**src/rtl/regfile_writeback_queue_if.sv**
```systemverilog
// Writeback request and register-file write bundle shared by producers and the queue.
// master = producer/register-file side, slave = the writeback queue.
interface regfile_writeback_queue_if;
  logic        alu_valid;
  logic [4:0]  alu_wr;
  logic [31:0] alu_data;
  logic        alu_ready;
  logic        mem_valid;
  logic [4:0]  mem_wr;
  logic [31:0] mem_data;
  logic        mem_ready;
  logic        we;
  logic [4:0]  wr;
  logic [31:0] data;

  modport master (
    output alu_valid, alu_wr, alu_data, mem_valid, mem_wr, mem_data,
    input  alu_ready, mem_ready, we, wr, data
  );

  modport slave (
    input  alu_valid, alu_wr, alu_data, mem_valid, mem_wr, mem_data,
    output alu_ready, mem_ready, we, wr, data
  );
endinterface

```
**src/rtl/regfile_writeback_queue.sv**
```systemverilog
// In-order writeback queue (mem before ALU, up to 2 in / 1 out per cycle), head written 1 cycle after accept.
// Readies come from registered count only (mem needs 1 free slot, ALU 2); REGFILE_WB_FWD_EN builds read forwarding.
module regfile_writeback_queue #(
  parameter int DEPTH = 4
) (
  input  logic                     clk,
  input  logic                     rst,
  regfile_writeback_queue_if.slave bus,
  input  logic [4:0]               rd1,
  input  logic [4:0]               rd2,
  output logic                     fwd1_hit,
  output logic                     fwd2_hit,
  output logic [31:0]              fwd1_data,
  output logic [31:0]              fwd2_data,
  output logic [$clog2(DEPTH):0]   count
);
  localparam int PW = $clog2(DEPTH);
  localparam int CW = PW + 1;

  typedef struct packed {
    logic [4:0]  wr;
    logic [31:0] data;
  } entry_t;

  entry_t        slots [DEPTH];
  logic [PW-1:0] head;
  logic [PW-1:0] tail;
  logic [PW-1:0] alu_slot;
  logic [CW-1:0] cnt;
  logic          mem_push;
  logic          alu_push;
  logic          pop;

  assign bus.mem_ready = (cnt <= CW'(DEPTH - 1));
  assign bus.alu_ready = (cnt <= CW'(DEPTH - 2));

  // Writes to r0 complete the handshake but never occupy a slot.
  assign mem_push = !rst && bus.mem_valid && bus.mem_ready && (bus.mem_wr != 5'd0);
  assign alu_push = !rst && bus.alu_valid && bus.alu_ready && (bus.alu_wr != 5'd0);
  assign pop      = (cnt != '0);
  assign alu_slot = tail + PW'(mem_push);

  always_ff @(posedge clk) begin
    if (rst) begin
      head <= '0;
      tail <= '0;
      cnt  <= '0;
    end else begin
      head <= head + PW'(pop);
      tail <= tail + PW'(mem_push) + PW'(alu_push);
      cnt  <= cnt + CW'(mem_push) + CW'(alu_push) - CW'(pop);
    end
  end

  always_ff @(posedge clk) begin
    if (mem_push) slots[tail]     <= '{wr: bus.mem_wr, data: bus.mem_data};
    if (alu_push) slots[alu_slot] <= '{wr: bus.alu_wr, data: bus.alu_data};
  end

  assign bus.we   = pop;
  assign bus.wr   = pop ? slots[head].wr   : 5'd0;
  assign bus.data = pop ? slots[head].data : 32'd0;
  assign count    = cnt;

`ifdef REGFILE_WB_FWD_EN
  // Walk oldest to youngest so the last match (youngest) overrides earlier ones.
  always_comb begin
    fwd1_hit  = 1'b0;
    fwd1_data = '0;
    fwd2_hit  = 1'b0;
    fwd2_data = '0;
    for (int i = 0; i < DEPTH; i++) begin
      if (CW'(i) < cnt) begin
        if (rd1 != 5'd0 && slots[head + PW'(i)].wr == rd1) begin
          fwd1_hit  = 1'b1;
          fwd1_data = slots[head + PW'(i)].data;
        end
        if (rd2 != 5'd0 && slots[head + PW'(i)].wr == rd2) begin
          fwd2_hit  = 1'b1;
          fwd2_data = slots[head + PW'(i)].data;
        end
      end
    end
  end
`else
  logic unused_rd;
  assign unused_rd = ^{rd1, rd2};
  assign fwd1_hit  = 1'b0;
  assign fwd2_hit  = 1'b0;
  assign fwd1_data = '0;
  assign fwd2_data = '0;
`endif
endmodule

```
**src/flat_wrapper.sv**
```systemverilog
// flat-port wrapper written by rule: the top's interface ports become plain ports
module regfile_writeback_queue_flat 
#(
  parameter int DEPTH = 4
)
  (clk, rst, rd1, rd2, fwd1_hit, fwd2_hit, fwd1_data, fwd2_data, count, bus_alu_valid, bus_alu_wr, bus_alu_data, bus_mem_valid, bus_mem_wr, bus_mem_data, bus_alu_ready, bus_mem_ready, bus_we, bus_wr, bus_data);
  regfile_writeback_queue_if bus_i ();
  input  logic clk;
  input  logic rst;
  input  logic [4:0] rd1;
  input  logic [4:0] rd2;
  output logic fwd1_hit;
  output logic fwd2_hit;
  output logic [31:0] fwd1_data;
  output logic [31:0] fwd2_data;
  output logic [$clog2(DEPTH):0] count;
  input wire logic [$bits(bus_i.alu_valid)-1:0] bus_alu_valid;
  input wire logic [$bits(bus_i.alu_wr)-1:0] bus_alu_wr;
  input wire logic [$bits(bus_i.alu_data)-1:0] bus_alu_data;
  input wire logic [$bits(bus_i.mem_valid)-1:0] bus_mem_valid;
  input wire logic [$bits(bus_i.mem_wr)-1:0] bus_mem_wr;
  input wire logic [$bits(bus_i.mem_data)-1:0] bus_mem_data;
  output wire logic [$bits(bus_i.alu_ready)-1:0] bus_alu_ready;
  output wire logic [$bits(bus_i.mem_ready)-1:0] bus_mem_ready;
  output wire logic [$bits(bus_i.we)-1:0] bus_we;
  output wire logic [$bits(bus_i.wr)-1:0] bus_wr;
  output wire logic [$bits(bus_i.data)-1:0] bus_data;
  assign bus_i.alu_valid = bus_alu_valid;
  assign bus_i.alu_wr = bus_alu_wr;
  assign bus_i.alu_data = bus_alu_data;
  assign bus_i.mem_valid = bus_mem_valid;
  assign bus_i.mem_wr = bus_mem_wr;
  assign bus_i.mem_data = bus_mem_data;
  assign bus_alu_ready = bus_i.alu_ready;
  assign bus_mem_ready = bus_i.mem_ready;
  assign bus_we = bus_i.we;
  assign bus_wr = bus_i.wr;
  assign bus_data = bus_i.data;
  regfile_writeback_queue #(.DEPTH(DEPTH)) u_core (.clk(clk), .rst(rst), .bus(bus_i), .rd1(rd1), .rd2(rd2), .fwd1_hit(fwd1_hit), .fwd2_hit(fwd2_hit), .fwd1_data(fwd1_data), .fwd2_data(fwd2_data), .count(count));
endmodule
```
**config.mk**
```make
export PLATFORM = sky130hd
export DESIGN_NAME = regfile_writeback_queue_flat
export DESIGN_NICKNAME = d
export VERILOG_FILES = /design/src/rtl/regfile_writeback_queue_if.sv /design/src/rtl/regfile_writeback_queue.sv /design/src/flat_wrapper.sv
export SDC_FILE = /design/constraint.sdc
export NUM_CORES = 1
export LEC_CHECK = 0
export ABC_AREA = 1
export ABC_CLOCK_PERIOD_IN_PS = 13200
export CAP_MARGIN = 20
export CORE_ASPECT_RATIO = 2
export CORE_MARGIN = 4
export CORE_UTILIZATION = 30
export DETAILED_ROUTE_END_ITERATION = 7
export SLEW_MARGIN = 20
export SYNTH_ARGS = -nofsm -noshare
export SYNTH_HDL_FRONTEND = slang
export SYNTH_SLANG_ARGS = --single-unit
```
**constraint.sdc**
```tcl
create_clock -name clk -period 13.2 [get_ports clk]
set_input_delay 3.96 -clock clk [delete_from_list [all_inputs] [get_ports clk]]
set_output_delay 3.96 -clock clk [all_outputs]
set_load 0.005 [all_outputs]
```
==> results.md <==
* Global-route wire length before repair at 43500 um
* Crit Path Max Fanout at 38
* Synthesis Warnings at 0
* Initial core utilization at 0.304
* Drt first-iter violations at roughly 540
* Seq cells post-synth at between 150 and 200
* VDD IR max at between 0.1 and 0.15 mV
* Vias in the first global route at about 7800
* Ant diodes at 0
* CTS HTree Levels at 4
* Final period utilization at 0.582
* Die Ht at between 200 and 300 um
* Via count at about 8000
* Pwr Density at approximately 190 mW/mm^2
* Grt ovf at 0
* Width of the die at 132 um
* Cts hold-fix bufs at 0
* Pleak at roughly 4.4 nW
* Wirelength per Cell at ~19 um
* Synth area leaders: edfxtp_1 48%, nand2_1 13%, nand4_1 10%, nor2_1 6.7%, buf_4 6.0%
* DPL Wire Length at 16600 um
* Worst Setup End Kind: register
* CTS tree: built
* Fmax at between 0.1 and 0.15 GHz
* Fin nets at 1255
* Setup TNS at 0 ps
* DRT Pass-1 Iters at 5
* Synthesized area at around 0.009 sq mm
* Post-CTS Setup Inserts at 0
* Cell taking the most area after synthesis: edfxtp_1
* Final setup viols at 0
* Clock sinks at between 150 and 200
* Global-route met3 utilization at 0.0274
* Initial antenna violation count at 0
* Layer with the highest usage: met2
* Residual DRC at 0
* Layout cells sized above 1 at 0.0512
* Synthesized area per cell at 8.39 sq um
* Clk buf depth at 2
* Fin crit period at 7680 ps
* Unrepaired setup endpoints after global routing: no
* Total GRT Usage at 0.167
* Final Skew at around 8.6 ps
* Die footprint at approximately 0.034 sq mm
* Layout area overhead at 18.5%
* Worst path arrival time at about 7700 ps
* Pin count of the biggest net entering global routing at 93
* Fin. Hold Viols at 0
* Crit path kind: input port to register
* Cell count after synthesis at roughly 1100
* Worst-Margin Slew at 991 ps
* Root Buffer: clkbuf_16
* Clk_lat worst skew at around 430 ps
* Routed Antenna Nets at 0
* Max_cap viols at 0
* Core area at 0.0302 sq mm
* Final max-slew violation count at 0
* I/O Buffers at 120
* Hold Path Class: register to register
* Worst hold slack at approximately 680 ps
* Overall Power at ~2 mW
* Num rows at 90
* Final WL at between 20000 and 30000 um
* Worst Setup Start Kind: input port
* Worst slew margin at 0.339
* Distinct cell type count after synthesis at 28
* Worst-path clk slew at roughly 60 ps
* CP required at between 10000 and 15000 ps
* Routability cong. at between 0.7 and 0.8
* Share of the synthesized area in the top cell type at 0.484
* CTS resizes at 0
* Ports at approximately 200
* Register area share after synthesis at 0.500
* Met1 Resource Use GR at 0.184
* Met2 usage at 0.304
* Num CTS Buffers at 17
* Outcome: complete, no violations
* Vias per inst at slightly above 5
## per-layer routing
| layer | share of wire | vias up |
|---|---|---|
| met2 | 0.53 | 344 |
| met3 | 0.054 | 71 |
| li1 | - | 3773 |
| met1 | 0.37 | 3810 |
| met4 | 0.043 | 0 |
| met5 | 0 | - |
## where the power goes
| group | leakage (nW) | internal [mW] | switching (mW) |
|---|---|---|---|
| clock | 0.267 | 0.293 | 0.181 |
| sequential | 1.41 | 0.632 | 0.0203 |
| combinational | 2.68 | 0.340 | 0.579 |
| total | 4.36 | 1.26 | 0.780 |
## flip-flops by register name, indices dropped and copies added (netlist names)
signal and flops:
u_core.head 2, u_core.slots 148, u_core.tail 2, u_core.count 3
## cell usage in the layout, fill, tap and decap left out, types with 2 or more instances in the layout
cell type	netlist	final
clkbuf_16	0	17
dfxtp_2	0	2
a21oi_1	37	37
o21ai_0	77	73
bufinv_16	0	3
nor2_1	163	160
nand4_1	152	152
clkdlybuf4s50_1	0	120
conb_1	1	66
inv_1	17	17
dfxtp_1	7	5
nor2_4	1	5
edfxtp_1	148	148
o21ai_4	0	4
fa_1	2	2
nand2_1	310	310
clkinv_1	0	4
ha_1	6	6
inv_2	5	5
buf_4	73	18
xor2_1	2	2
clkinvlp_4	0	2
clkbuf_1	24	4
## final cells by class
cell class / instances / area [sq um]
clock inverters: 10 / 125
fillers: 3023 / 19300
repair buffers: 138 / 1340
clock buffers: 21 / 440
well taps: 368 / 460
inverters: 22 / 82.6
multi-input cells: 825 / 3840
flip-flops and latches: 155 / 4590
## cell families (layout without fill, tap and decap cells)
| family | count (synthesis) | after routing | share of synthesized area |
|---|---|---|---|
| AO/OA/AOI/OAI | 117 | 117 | 0.0652 |
| XOR/XNOR | 3 | 3 | 0.00286 |
| adder cells (fa/ha/maj) | 8 | 8 | 0.0125 |
| buffers and inverters | 179 | 191 | 0.117 |
| flip-flops | 155 | 155 | 0.500 |
| other | 1 | 66 | 0.000409 |
| AND/OR/NAND/NOR | 631 | 631 | 0.302 |
## synth_stat cells
master    instances
nand2_1         310
nor2_1          163
nand4_1         152
edfxtp_1        148
o21ai_0          77
buf_4            73
buf_2            44
a21oi_1          37
clkbuf_1         24
inv_1            17
buf_6            10
dfxtp_1           7
buf_1             6
ha_1              6
inv_2             5
fa_1              2
xor2_1            2
a21oi_4           1
a31oi_1           1
conb_1            1
nand2_2           1
nand3_1           1
nand3_2           1
nor2_2            1
nor2_4            1
nor3_1            1
o21ai_1           1
xnor2_1           1
## worst max-delay path, cell delays in order
cell and delay [ps]:
clkdlybuf4s50_1 550, nor3_1 180, nand2_1 80, nand3_1 430
inv_1 90, ha_1 430, inv_1 150, nor2_4 120
buf_4 490, nand4_1 140, buf_4 360, o21ai_4 110
buf_4 570
## per-stage QoR
stage          instance area [sq um]  setup slack [ps]   util  cells
6_report                       10900              5520  0.360   1539
4_1_cts                        10900              5520  0.360   1539
2_1_floorplan                   9420              5720      -   1159
3_5_place_dp                   10300              5060  0.341   1508
5_1_grt                        10900              5210  0.360   1539
3_3_place_gp                   10300              5090  0.341   1508
## final timing paths
path | start | slack (ps) | cells after the start | end
setup / recovery | bus_mem_wr[4] | 5520 | 13 | u_core.slots[3][19]
hold / removal | u_core.count[0] | 680 | 3 | u_core.count[0]
setup reg to reg | u_core.count[2] | 9080 | 13 | u_core.slots[3][19]
hold reg to reg | u_core.count[0] | 680 | 3 | u_core.count[0]
No activity file was read; power rests on OpenSTA's default activity.
